`src/rtl/ahb_pkg.sv`:
```
// rtl/ahb_pkg.sv - shared AHB-Lite encodings and capture record types
package ahb_pkg;

    localparam logic [1:0] HTRANS_IDLE   = 2'b00;
    localparam logic [1:0] HTRANS_BUSY   = 2'b01;
    localparam logic [1:0] HTRANS_NONSEQ = 2'b10;
    localparam logic [1:0] HTRANS_SEQ    = 2'b11;

    localparam logic HRESP_OKAY  = 1'b0;
    localparam logic HRESP_ERROR = 1'b1;

    typedef enum logic {
        CAP_IDLE,
        CAP_DATA
    } cap_state_e;

    // Width-independent part of a record; the address/data fields are
    // added by the user, which knows ADDR_W/DATA_W.
    typedef struct packed {
        logic       write;
        logic [2:0] size;
        logic       err;
        logic       seq;
    } xfer_meta_t;

    // NONSEQ and SEQ carry a real transfer; IDLE and BUSY never do.
    function automatic logic htrans_active(input logic [1:0] htrans);
        return htrans[1];
    endfunction

endpackage

```
`src/rtl/sync_fifo.sv`:
```
// rtl/sync_fifo.sv - first-word-fall-through synchronous FIFO with occupancy count
module sync_fifo #(
    parameter int WIDTH = 8,
    parameter int DEPTH = 4,
    localparam int LVL_W = $clog2(DEPTH + 1)
) (
    input  logic             clk,
    input  logic             rstn,
    input  logic             push_i,
    input  logic [WIDTH-1:0] wr_data_i,
    input  logic             pop_i,
    output logic [WIDTH-1:0] rd_data_o,
    output logic             full_o,
    output logic             empty_o,
    output logic [LVL_W-1:0] level_o
);

    localparam int PTR_W = $clog2(DEPTH);

    logic [WIDTH-1:0] mem_q [DEPTH];
    logic [PTR_W-1:0] wr_ptr_q, wr_ptr_d;
    logic [PTR_W-1:0] rd_ptr_q, rd_ptr_d;
    logic [LVL_W-1:0] level_q, level_d;
    logic             push_fire;
    logic             pop_fire;

    assign empty_o = (level_q == '0);
    assign full_o  = (level_q == LVL_W'(DEPTH));
    assign level_o = level_q;

    // A full FIFO still takes a push when the head leaves in the same cycle.
    assign pop_fire  = pop_i && !empty_o;
    assign push_fire = push_i && (!full_o || pop_fire);

    // Head is forced to zero when empty so the outputs never expose stale storage.
    assign rd_data_o = empty_o ? '0 : mem_q[rd_ptr_q];

    always_comb begin
        wr_ptr_d = wr_ptr_q;
        rd_ptr_d = rd_ptr_q;
        level_d  = level_q;
        if (push_fire) begin
            wr_ptr_d = wr_ptr_q + PTR_W'(1);
        end
        if (pop_fire) begin
            rd_ptr_d = rd_ptr_q + PTR_W'(1);
        end
        case ({push_fire, pop_fire})
            2'b10:   level_d = level_q + LVL_W'(1);
            2'b01:   level_d = level_q - LVL_W'(1);
            default: level_d = level_q;
        endcase
    end

    always_ff @(posedge clk or negedge rstn) begin
        if (!rstn) begin
            wr_ptr_q <= '0;
            rd_ptr_q <= '0;
            level_q  <= '0;
        end else begin
            wr_ptr_q <= wr_ptr_d;
            rd_ptr_q <= rd_ptr_d;
            level_q  <= level_d;
        end
    end

    always_ff @(posedge clk) begin
        if (push_fire) begin
            mem_q[wr_ptr_q] <= wr_data_i;
        end
    end

endmodule

```
`src/rtl/ahb_transfer_capture.sv`:
```
// rtl/ahb_transfer_capture.sv - records completed AHB-Lite transfers into a drainable FIFO
module ahb_transfer_capture
    import ahb_pkg::*;
#(
    parameter int ADDR_W = 32,
    parameter int DATA_W = 32,
    parameter int DEPTH  = 4
) (
    input  logic                       clk,
    input  logic                       rstn,
    input  logic [ADDR_W-1:0]          haddr,
    input  logic [1:0]                 htrans,
    input  logic                       hwrite,
    input  logic [2:0]                 hsize,
    input  logic [DATA_W-1:0]          hwdata,
    input  logic [DATA_W-1:0]          hrdata,
    input  logic                       hready,
    input  logic                       hresp,
    output logic                       out_valid,
    input  logic                       out_ready,
    output logic [ADDR_W-1:0]          out_addr,
    output logic [DATA_W-1:0]          out_data,
    output logic                       out_write,
    output logic [2:0]                 out_size,
    output logic                       out_err,
    output logic                       out_seq,
    output logic [$clog2(DEPTH+1)-1:0] level,
    output logic                       overflow,
    input  logic                       clr_overflow
);

    localparam int LVL_W = $clog2(DEPTH + 1);

    typedef struct packed {
        logic [ADDR_W-1:0] addr;
        logic [DATA_W-1:0] data;
        xfer_meta_t        meta;
    } xfer_rec_t;

    localparam int REC_W = $bits(xfer_rec_t);

    cap_state_e        state_q, state_d;
    logic [ADDR_W-1:0] pend_addr_q, pend_addr_d;
    logic              pend_write_q, pend_write_d;
    logic [2:0]        pend_size_q, pend_size_d;
    logic              pend_seq_q, pend_seq_d;
    logic              overflow_q, overflow_d;

    logic              accept;
    logic              push;
    xfer_rec_t         push_rec;
    xfer_rec_t         head_rec;
    logic              fifo_full;
    logic              fifo_empty;
    logic              pop;
    logic              drop;

    assign accept = hready && htrans_active(htrans);

    always_comb begin
        state_d      = state_q;
        pend_addr_d  = pend_addr_q;
        pend_write_d = pend_write_q;
        pend_size_d  = pend_size_q;
        pend_seq_d   = pend_seq_q;
        push         = 1'b0;

        push_rec           = '0;
        push_rec.addr      = pend_addr_q;
        push_rec.data      = pend_write_q ? hwdata : hrdata;
        push_rec.meta.write = pend_write_q;
        push_rec.meta.size  = pend_size_q;
        push_rec.meta.err   = (hresp == HRESP_ERROR);
        push_rec.meta.seq   = pend_seq_q;

        case (state_q)
            CAP_IDLE: begin
                if (accept) begin
                    state_d = CAP_DATA;
                end
            end
            CAP_DATA: begin
                // hready low (including the first ERROR cycle) holds the data phase.
                if (hready) begin
                    push    = 1'b1;
                    state_d = accept ? CAP_DATA : CAP_IDLE;
                end
            end
            default: state_d = CAP_IDLE;
        endcase

        if (accept) begin
            pend_addr_d  = haddr;
            pend_write_d = hwrite;
            pend_size_d  = hsize;
            pend_seq_d   = htrans[0];
        end
    end

    assign pop  = !fifo_empty && out_ready;
    assign drop = push && fifo_full && !pop;

    always_comb begin
        overflow_d = overflow_q;
        if (drop) begin
            overflow_d = 1'b1;
        end else if (clr_overflow) begin
            overflow_d = 1'b0;
        end
    end

    always_ff @(posedge clk or negedge rstn) begin
        if (!rstn) begin
            state_q      <= CAP_IDLE;
            pend_addr_q  <= '0;
            pend_write_q <= 1'b0;
            pend_size_q  <= '0;
            pend_seq_q   <= 1'b0;
            overflow_q   <= 1'b0;
        end else begin
            state_q      <= state_d;
            pend_addr_q  <= pend_addr_d;
            pend_write_q <= pend_write_d;
            pend_size_q  <= pend_size_d;
            pend_seq_q   <= pend_seq_d;
            overflow_q   <= overflow_d;
        end
    end

    sync_fifo #(
        .WIDTH (REC_W),
        .DEPTH (DEPTH)
    ) u_fifo (
        .clk       (clk),
        .rstn      (rstn),
        .push_i    (push),
        .wr_data_i (push_rec),
        .pop_i     (pop),
        .rd_data_o (head_rec),
        .full_o    (fifo_full),
        .empty_o   (fifo_empty),
        .level_o   (level)
    );

    assign out_valid = !fifo_empty;
    assign out_addr  = head_rec.addr;
    assign out_data  = head_rec.data;
    assign out_write = head_rec.meta.write;
    assign out_size  = head_rec.meta.size;
    assign out_err   = head_rec.meta.err;
    assign out_seq   = head_rec.meta.seq;
    assign overflow  = overflow_q;

endmodule

```
`config.mk`:
```
export PLATFORM = sky130hd
export DESIGN_NAME = ahb_transfer_capture
export DESIGN_NICKNAME = d
export VERILOG_FILES = /design/src/rtl/ahb_pkg.sv /design/src/rtl/sync_fifo.sv /design/src/rtl/ahb_transfer_capture.sv
export SDC_FILE = /design/constraint.sdc
export NUM_CORES = 1
export LEC_CHECK = 0
export BUFFER_PORTS_ARGS = -buffer_cell sky130_fd_sc_hd__buf_2
export CAP_MARGIN = 0
export CORE_MARGIN = 2
export CORE_UTILIZATION = 61
export DETAILED_ROUTE_END_ITERATION = 7
export PLACE_DENSITY = 0.81
export SETUP_SLACK_MARGIN = 0.1
export SLEW_MARGIN = 40
export SYNTH_ARGS = -nofsm -noshare
export SYNTH_HDL_FRONTEND = slang
export SYNTH_SLANG_ARGS = --single-unit
export TNS_END_PERCENT = 5
```
`constraint.sdc`:
```
create_clock -name clk -period 4 [get_ports clk]
set_input_delay 0.2 -clock clk [delete_from_list [all_inputs] [get_ports clk]]
set_output_delay 0.2 -clock clk [all_outputs]
set_load 0.02 [all_outputs]
```
# Word-level counts from Yosys, hierarchy flattened
# Memories as Yosys holds them, arrays and structs flattened.
# Cells that the tools add are included.
# word_totals
regBits	46
ramBits	280
in_bits	108
output_inout_bits	75
wordCells	43
n_memories	1
# memory_table
memory	depth	word_bits	rd	rd_clocked_by_memory_dff	write_ports	line_no	rtl
u_fifo.mem_q	4	70	1	0	1	sync_fifo.sv:20	logic [WIDTH-1:0] mem_q [DEPTH];
# classes
addsub	4
eq_ne	3
mux	12
bitwise	1
reduce_logical	13
# op_table
operator	count
2-to-1 mux 70 bit	1
2-to-1 mux 32 bit	1
2-to-1 mux 1 bit	8
logical AND 1 bit	6
one-hot mux 3 bit (2 select lines)	1
adder 2 x 1 -> 2 bit (second input constant)	2
nonzero test 2 bit	2
adder 3 x 1 -> 3 bit (second input constant)	1
equality test 3 bit (second input constant)	1
zero test 1 bit	3
zero test 3 bit	1
subtractor 3 x 1 -> 3 bit (second input constant)	1
equality test 2 x 1 -> 1 bit (second input constant)	1
equality test 2 bit (second input constant)	1
one-hot mux 1 bit (2 select lines)	1
logical OR 1 bit	1
NOT 1 bit	1

# Longest topological paths before layout
# Gate-level depths: netlist (run 1).
# depth
ltp_word	8
mapped_depth	9
mapped_depth_nobuf	9

# Modules after synthesis
# From an unflattened synthesis (run 1), not the netlist that was laid out.
# hier_totals
cells_unflattened	608
hier_area_um2	13015.0
# by_module_without_submodules
mod	n_inst	cells_per_inst	area_each_um2	seq_area_each_um2
sync_fifo	1	483	11088.1	8583.2
ahb_transfer_capture	1	125	1926.8	975.9

# Worst setup path after synthesis (run 1)
# OpenSTA, ideal clock, no wires.
# synth_timing
path_type	register -> register
start	reg u_fifo.level_q[0], in the netlist u_fifo.level_o[0]
end	reg u_fifo.level_q[2], in the netlist u_fifo.level_o[2]
setup_ns	0.080
arrival_time_ns	2.185
required_time_ns	3.920
path_slack_ns	1.736
path_stages_with_launch	10
path_buffers	0
period_less_slack_ns	2.264
cell_sequence	dfrtp_1 or4b_1 nor2b_4 inv_1 ha_1 inv_1 fa_1 xor2_1 nor2_1 xor2_1
# synth_via
elab_chain_len	8
word_cells_on_any_way	14
classes_between	add/sub: 2; eq/ne: 3; mux: 1; reduce/logical: 8
# synth_lines
element	line_no	rtl
start, declared	sync_fifo.sv:23	logic [LVL_W-1:0] level_q, level_d;
start signal, assigned	sync_fifo.sv:63	level_q <= level_d;
zero test 3 bit	sync_fifo.sv:27	assign empty_o = (level_q == '0);
zero test 1 bit	sync_fifo.sv:32, ahb_transfer_capture.sv:100	
logical AND 1 bit	ahb_transfer_capture.sv:100	assign pop = !fifo_empty && out_ready;
logical AND 1 bit	sync_fifo.sv:32	assign pop_fire = pop_i && !empty_o;
logical OR 1 bit	sync_fifo.sv:33	assign push_fire = push_i && (!full_o || pop_fire);
logical AND 1 bit	sync_fifo.sv:33	
equality test 2 x 1 -> 1 bit or equality test 2 bit (tied branches)	sync_fifo.sv:48	case ({push_fire, pop_fire})
one-hot mux 3 bit (2 select lines) or nonzero test 2 bit (tied branches)	-	
# Several ways; a longest one is shown, not always the timed one.
# A chain may end at the register's enable or synchronous reset.

# Worst setup path in the final report (run 1)
# layout_timing
start	reg u_fifo.level_q[0], in the netlist u_fifo.level_o[0]
end	reg u_fifo.level_q[1], in the netlist u_fifo.level_o[1]
# layout_via
elab_chain_len	8
word_cells_on_any_way	14
classes_between	add/sub: 2; eq/ne: 3; mux: 1; reduce/logical: 8
# layout_lines
element	line_no	rtl
zero test 3 bit (*)	sync_fifo.sv:27	
zero test 1 bit (*)	sync_fifo.sv:32, ahb_transfer_capture.sv:100	
logical AND 1 bit	ahb_transfer_capture.sv:100	
logical AND 1 bit (*)	sync_fifo.sv:32	
via u_fifo.pop_fire	sync_fifo.sv:25	logic pop_fire;
logical OR 1 bit	sync_fifo.sv:33	
logical AND 1 bit	sync_fifo.sv:33	
equality test 2 x 1 -> 1 bit or equality test 2 bit (tied branches)	sync_fifo.sv:48	
one-hot mux 3 bit (2 select lines) or nonzero test 2 bit (tied branches)	-	
# Mark *: on every way through the listed nets, which the timed path passes. The rest lies on a longest branch.

==> run_results.csv, run 1 <==
group,metric,value,unit
run_status,outcome,"finished, final reports clean",
setup_path,required,4.45,ns
setup_path,cpMaxStageDelayCell,"or3_2",
grt,grtUsageTotal,22.51,%
power_and_ir_drop,p_leak,5.719,nW
setup_path,path_max_fanout,73,
die,io_pins,183,
setup_path,rrSetupSlack,1.39,ns
die,rows,52,
route,vias,6511,
sta,fmaxAchievable,0.3831,GHz
clock_tree,cts_tree,"built",
grt,overflow,0,
route,wl,24420,um
sta,rsz0062_at_grt,"no",
power_and_ir_drop,combPwrFrac,33.1,%
grt,grt_pass1_vias,7054,
finish,fin_nets,971,
synthesis,ys_seq_area_share,74.70,%
power_and_ir_drop,seqPwrFrac,40.7,%
placement,place.gp.congestion,0.7345,
setup_path,reg2regPathDepth,7,
finish,mostFrequentLayoutCells,"edfxtp_1, buf_2, and2_1, mux4_2, mux2_2",
die,start_util,62.63,%
setup_path,path_class,"flop to flop",
die,die-area,22150,um^2
placement,placed_cell_area,14210,um^2
synthesis,yosys_warnings,0,
sta,layout_setup_ws,1.390,ns
sta,finalHoldViolCount,0,
power_and_ir_drop,p_per_area,687.3,nW/um^2
setup_path,reg2reg_to,"u_fifo.level_o[1]",
route,drtIter0Drc,426,
grt,grt_pass1_wl,38090,um
clock_tree,h-tree-depth,1,
finish,finalInstanceArea,15750,um^2
route,first_pass_iters,4,
placement,dp_slack,1.398,ns
clock_tree,cts_root_buf,"clkbuf_16",
sta,slew_viol_final,0,
synthesis,ys_ff_latch,326,
route,drtAntennaViolNets,0,
sta,period_needed,2.610,ns
sta,report.final.setup_viol,0,
synthesis,syn_inst,604,
min_path,hold_path_class,"input port to flop",
setup_path,end_kind,"flop",
route,vias_per_cell,5.647,
placement,dp_cells,1041,
synthesis,synth_cell_types,24,
sta,finalCritPeriodShare,65.26,%
finish,instances_no_fill,1153,
clock_tree,numCtsBuffers,31,
power_and_ir_drop,p_int,0.007463,W
synthesis,synthesis.area,12800,um^2
route,routedWlPerCell,21.18,um
grt,grt_max_degree,74,
finish,drive_above_1_share,44.90,%
grt,antenna_found_initial,1,
finish,syn_to_final_growth,23.08,%
setup_path,crit_arrival,3.06,ns
clock_tree,cts_num_sinks,326,
setup_path,critPathCapture,"u_fifo.level_o[1]",
sta,slew_headroom,50.61,%
synthesis,synth_nets,718,
setup_path,slowest_delay,0.48,ns
clock_tree,clkSlewWorstSetupHoldPaths,0.06,ns
setup_path,path_cells,"or3_2 > buf_4 > and2_1 > ha_1 > inv_1 > fa_1 > o21ai_0",
power_and_ir_drop,power,0.01082,W
power_and_ir_drop,p_sw_share,31.05,%
clock_tree,cts_resized,0,
power_and_ir_drop,vdd_drop_max,0.6754,mV
synthesis,synth.avg_cell_area,21.19,um^2
setup_path,cp-start-kind,"flop",
clock_tree,insertion_delay,0.55,ns
power_and_ir_drop,power.share.clock,26.2,%
power_and_ir_drop,power_switching,0.003361,W
setup_path,r2r_start,"u_fifo.level_o[0]",
die,die_x,148.8,um
finish,final_common_cell,"edfxtp_1",
setup_path,crit_start,"u_fifo.level_o[0]",
sta,finalSetupTns,0,ns
route,drc,0,
die,dieHeight,148.8,um
clock_tree,clockBufferDepth,3,
sta,fin_skew,0.01090,ns
sta,worstMarginPinSlew,0.7409,ns
die,core,20430,um^2
placement,dpl.hpwl,14480,um
placement,port_buffers,182,
flow_run,maxCapViolations,0,
-- registers in the layout, indices dropped and copies added, names as in the netlist, named ones only --
| register | flops |
|---|---|
| overflow | 1 |
| pend_addr_q | 32 |
| pend_seq_q | 1 |
| pend_size_q | 3 |
| pend_write_q | 1 |
| u_fifo.level_o | 3 |
| u_fifo.mem_q | 280 |
| u_fifo.rd_ptr_q | 2 |
| u_fifo.wr_ptr_q | 2 |
-- synth_stat cells, drive strengths merged --
cell type    n  share of area [%]
and2        75                3.7
buf         17               0.83
clkbuf      15               0.44
dfrtp       46                9.0
edfxtp     280                 66
fa           1               0.16
ha           5               0.49
inv          8               0.23
mux2        70                6.2
mux4        70                 12
nand2        3              0.088
nand3        1              0.039
nor2         1              0.029
nor2b        1               0.11
o21ai        2              0.078
o22ai        1              0.049
or3          1              0.049
or4b         1              0.078
xnor2        3               0.21
xor2         3               0.21
-- power by group through the flow --
stage	sequential [W]	combinational [W]	clock [W]
2_1_floorplan	0.00435	0.00250	0
3_3_place_gp	0.00465	0.00316	0
3_5_place_dp	0.00447	0.00358	0
4_1_cts	0.00441	0.00364	0.00288
5_1_grt	0.00444	0.00385	0.00302
6_report	0.00440	0.00359	0.00283
-- layer usage --
metal	GRT usage [%]	wire, um
met1	30.29	9701
met2	39.84	12750
met3	3.639	1630
met4	4.476	338
met5	0	0
-- worst max-delay path, delay by kind of cell (launching register included) --
kind | cells | cell delay [ns]
flops | 1 | 0.43
buf+inv | 2 | 0.44
fa+ha+maj | 2 | 0.64
compound gates | 1 | 0.22
simple gates | 2 | 0.77
-- cells by family (layout without fill, tap and decap cells) --
family / count (synthesis) / in the layout / share of synthesized area [%]
AND/OR/NAND/NOR: 83 / 83 / 4.097
XOR/XNOR: 6 / 6 / 0.4108
flip-flops: 326 / 326 / 74.70
other: 0 / 1 / 0
adder cells (fa/ha/maj): 6 / 6 / 0.6454
multiplexers: 140 / 140 / 18.51
buffers and inverters: 40 / 318 / 1.506
AO/OA/AOI/OAI: 3 / 3 / 0.1271
-- what timing repair did --
item                       in CTS  in global routing
setup endpoints to repair       0                  0
hold buffers                   53                  0
buffers inserted                0                  0
hold endpoints to repair      118                  0
-- layout make-up --
class | instances | area (um^2)
Clock inverter | 15 | 136.4
Antenna cell | 1 | 2.502
Tap cell | 270 | 337.8
Inverter | 8 | 30.03
Multi-Input combinational cell | 238 | 3058
Timing Repair Buffer | 252 | 1747
Sequential cell | 326 | 9567
Fill cell | 1150 | 4681
Clock buffer | 43 | 870.8
-- worst min-delay path by stage --
stage	from	endpoint	slack (ns)	cells after the start
after floorplan	rstn	asynchronous set/reset pin	-0.1	0
after global placement	rstn	pend_addr_q[13]	0.35	2
after detailed placement	rstn	pend_addr_q[11]	0.35	2
after CTS	hwdata[24]	u_fifo.mem_q[3][30]	0.0001	2
after global routing	hwdata[5]	u_fifo.mem_q[1][11]	0.001	2
final	hwdata[20]	u_fifo.mem_q[1][26]	0.02	2
-- stage by stage --
| stage | hold WS (ns) | util (%) |
|---|---|---|
| floorplan | -0.09559 | - |
| global placement | 0.3501 | 68.28 |
| detailed placement | 0.3513 | 69.55 |
| CTS | 0.0001346 | 77.08 |
| global route | 0.001128 | 77.09 |
| finish | 0.01575 | 77.09 |
No activity file was read; power rests on OpenSTA's default activity.
==> run 2, diff against run 1 <==
Settings changed: CORE_UTILIZATION 61 to 57, PLACE_DENSITY 0.81 to 0.76.
Clock period 4 ns to 2.7 ns, I/O delays scaled along.
==> run 2 against run 1 <==
Compared with the run above:
- register-to-register slack worse by 1.1 ns
- wire length is 8.9% higher
- critical path type is now flop to primary output
- clock skew grew 0.0030 ns
- largest cell class unchanged
- highest routed layer unchanged
==> run_results.csv, run 2 (same netlist as run 1, synthesis figures left out) <==
group,metric,value,unit
run_status,outcome,"finished, final reports clean",
die,start_util,58.27,%
power_and_ir_drop,vdd_drop_max,0.7536,mV
finish,fin_nets,1030,
clock_tree,clockBufferDepth,3,
sta,finalCritPeriodShare,93.11,%
grt,grtUsageTotal,22.77,%
die,io_pins,183,
power_and_ir_drop,power,0.01661,W
finish,largest_reg_flops,280,
route,vias,6823,
sta,fin_skew,0.01395,ns
sta,holdWs,0.08044,ns
setup_path,path_max_fanout,72,
route,wl,26590,um
grt,grt_pass1_vias,7585,
min_path,hold_path_class,"input port to asynchronous set/reset pin",
placement,place.gp.congestion,0.7538,
grt,grt_pass1_wl,41220,um
sta,report.final.setup_viol,0,
finish,final_common_cell,"edfxtp_1",
finish,syn_to_final_growth,28.00,%
setup_path,crit_arrival,2.38,ns
sta,period_needed,2.514,ns
route,drtIter0Drc,472,
power_and_ir_drop,p_per_area,1014,nW/um^2
setup_path,path_cells,"or3_2 > buf_4 > and2_1 > buf_2",
clock_tree,clkSlewWorstSetupHoldPaths,0.06,ns
clock_tree,numCtsBuffers,31,
finish,drive_above_1_share,42.61,%
sta,fmaxAchievable,0.3978,GHz
clock_tree,cts_num_sinks,326,
die,die-area,23660,um^2
sta,slew_headroom,48.17,%
grt,overflow,0,
power_and_ir_drop,p_leak,5.997,nW
grt,grt_max_degree,73,
die,dieHeight,153.8,um
setup_path,crit_family,"simple AND/OR/NAND/NOR gates",
setup_path,critPathBufInv,2,
finish,fill_cells,1230,
route,drtAntennaViolNets,0,
sta,finalSetupTns,0,ns
finish,diodes,0,
clock_tree,cts_root_buf,"clkbuf_16",
sta,slew_viol_final,0,
setup_path,cp-start-kind,"flop",
placement,dpl.hpwl,14720,um
flow_run,maxCapViolations,0,
setup_path,end_kind,"primary output",
route,drc,0,
clock_tree,cts_resized,0,
setup_path,slowest_delay,0.52,ns
clock_tree,insertion_delay,0.56,ns
route,vias_per_cell,5.588,
die,rows,54,
route,routedWlPerCell,21.78,um
clock_tree,cts_tree,"built",
route,first_pass_iters,5,
finish,reg.largest.list,"u_fifo.mem_q (280), pend_addr_q (32)",
sta,finalHoldViolCount,0,
setup_path,path_class,"flop to primary output",
die,core,21960,um^2
setup_path,required,2.57,ns
finish,mostFrequentLayoutCells,"edfxtp_1, buf_2, dlygate4sd3_1, and2_1, mux4_2",
clock_tree,h-tree-depth,1,
die,die_x,153.8,um
grt,antenna_found_initial,0,
setup_path,cpMaxStageDelayCell,"or3_2",
finish,regMostFlops,"u_fifo.mem_q",
sta,worstMarginPinSlew,0.7774,ns
sta,rsz0062_at_grt,"no",
placement,port_buffers,182,
==> run 2: changes by cell type in the layout (fill, tap and decap cells not counted), moves of 2 or more <==
cell	before	now
buf_16	2	0
buf_4	4	12
bufinv_16	2	4
clkbuf_1	7	10
clkbuf_8	5	8
clkinv_1	3	0
clkinv_2	6	3
clkinvlp_4	2	0
dlygate4sd3_1	53	107
==> run 2: worst register-to-register path, stage by stage (launching register included) <==
cell and delay [ns]:
dfrtp_1 0.43, or4b_1 0.57, nor2b_4 0.19, inv_1 0.06
ha_1 0.18, inv_1 0.06, fa_1 0.37, xor2_1 0.15
nor2_1 0.13, xor2_1 0.16
==> run 2: power by group <==
part	switching, W	leakage (nW)	internal (W)	total (W)
clock	0.00176	0.536	0.00277	0.00453
sequential	0.000361	3.08	0.00617	0.00653
combinational	0.00301	2.38	0.00253	0.00554
total	0.00513	6.00	0.0115	0.0166
==> run 2: what timing repair did <==
item                                   4_1_cts  5_1_grt
endpoints found under the hold margin      203        0
setup endpoints to repair                   32        6
hold buffers                               107        0
buffers inserted                             3        1
==> run 2: final cells by class <==
class	instances	area, um^2	area share, %
clock buffers	50	948.4	5.790
clock inverters	8	143.9	0.8785
inverters	8	30.03	0.1833
multi-input cells	238	3053	18.64
flip-flops and latches	326	9567	58.41
well taps	280	350.3	2.139
repair buffers	311	2287	13.96
==> run 2: metal layers <==
metal	vias up	routed length [um]	track usage, %
li1	3018	-	-
met1	3526	10790	29.82
met2	232	13850	40.95
met3	47	1477	3.410
met4	0	471	5.207
met5	-	0	0
==> run 2: metrics by stage <==
step	instances	setup WS (ns)	util (%)	instance area (um^2)
5_1_grt	1221	0.1198	74.59	16380
3_3_place_gp	1052	0.4455	64.54	14170
3_5_place_dp	1052	0.3844	64.54	14170
2_1_floorplan	604	0.4358	-	12800
6_report	1221	0.1860	74.59	16380
4_1_cts	1220	0.1229	74.49	16360
==> run 2: worst paths after layout <==
path | startpoint | to | slack [ns] | cells after the start
worst max-delay path | u_fifo.level_o[0] | out_data[18] | 0.19 | 4
worst min-delay path | rstn | pend_addr_q[14] | 0.08 | 2
worst max register to register | u_fifo.level_o[0] | u_fifo.level_o[2] | 0.32 | 9
worst min register to register | pend_addr_q[9] | u_fifo.mem_q[0][47] | 0.51 | 0
max in group asynchronous | rstn | u_fifo.level_o[2] | 1.98 | 3
min in group clk | htrans[1] | flop | 0.12 | 3
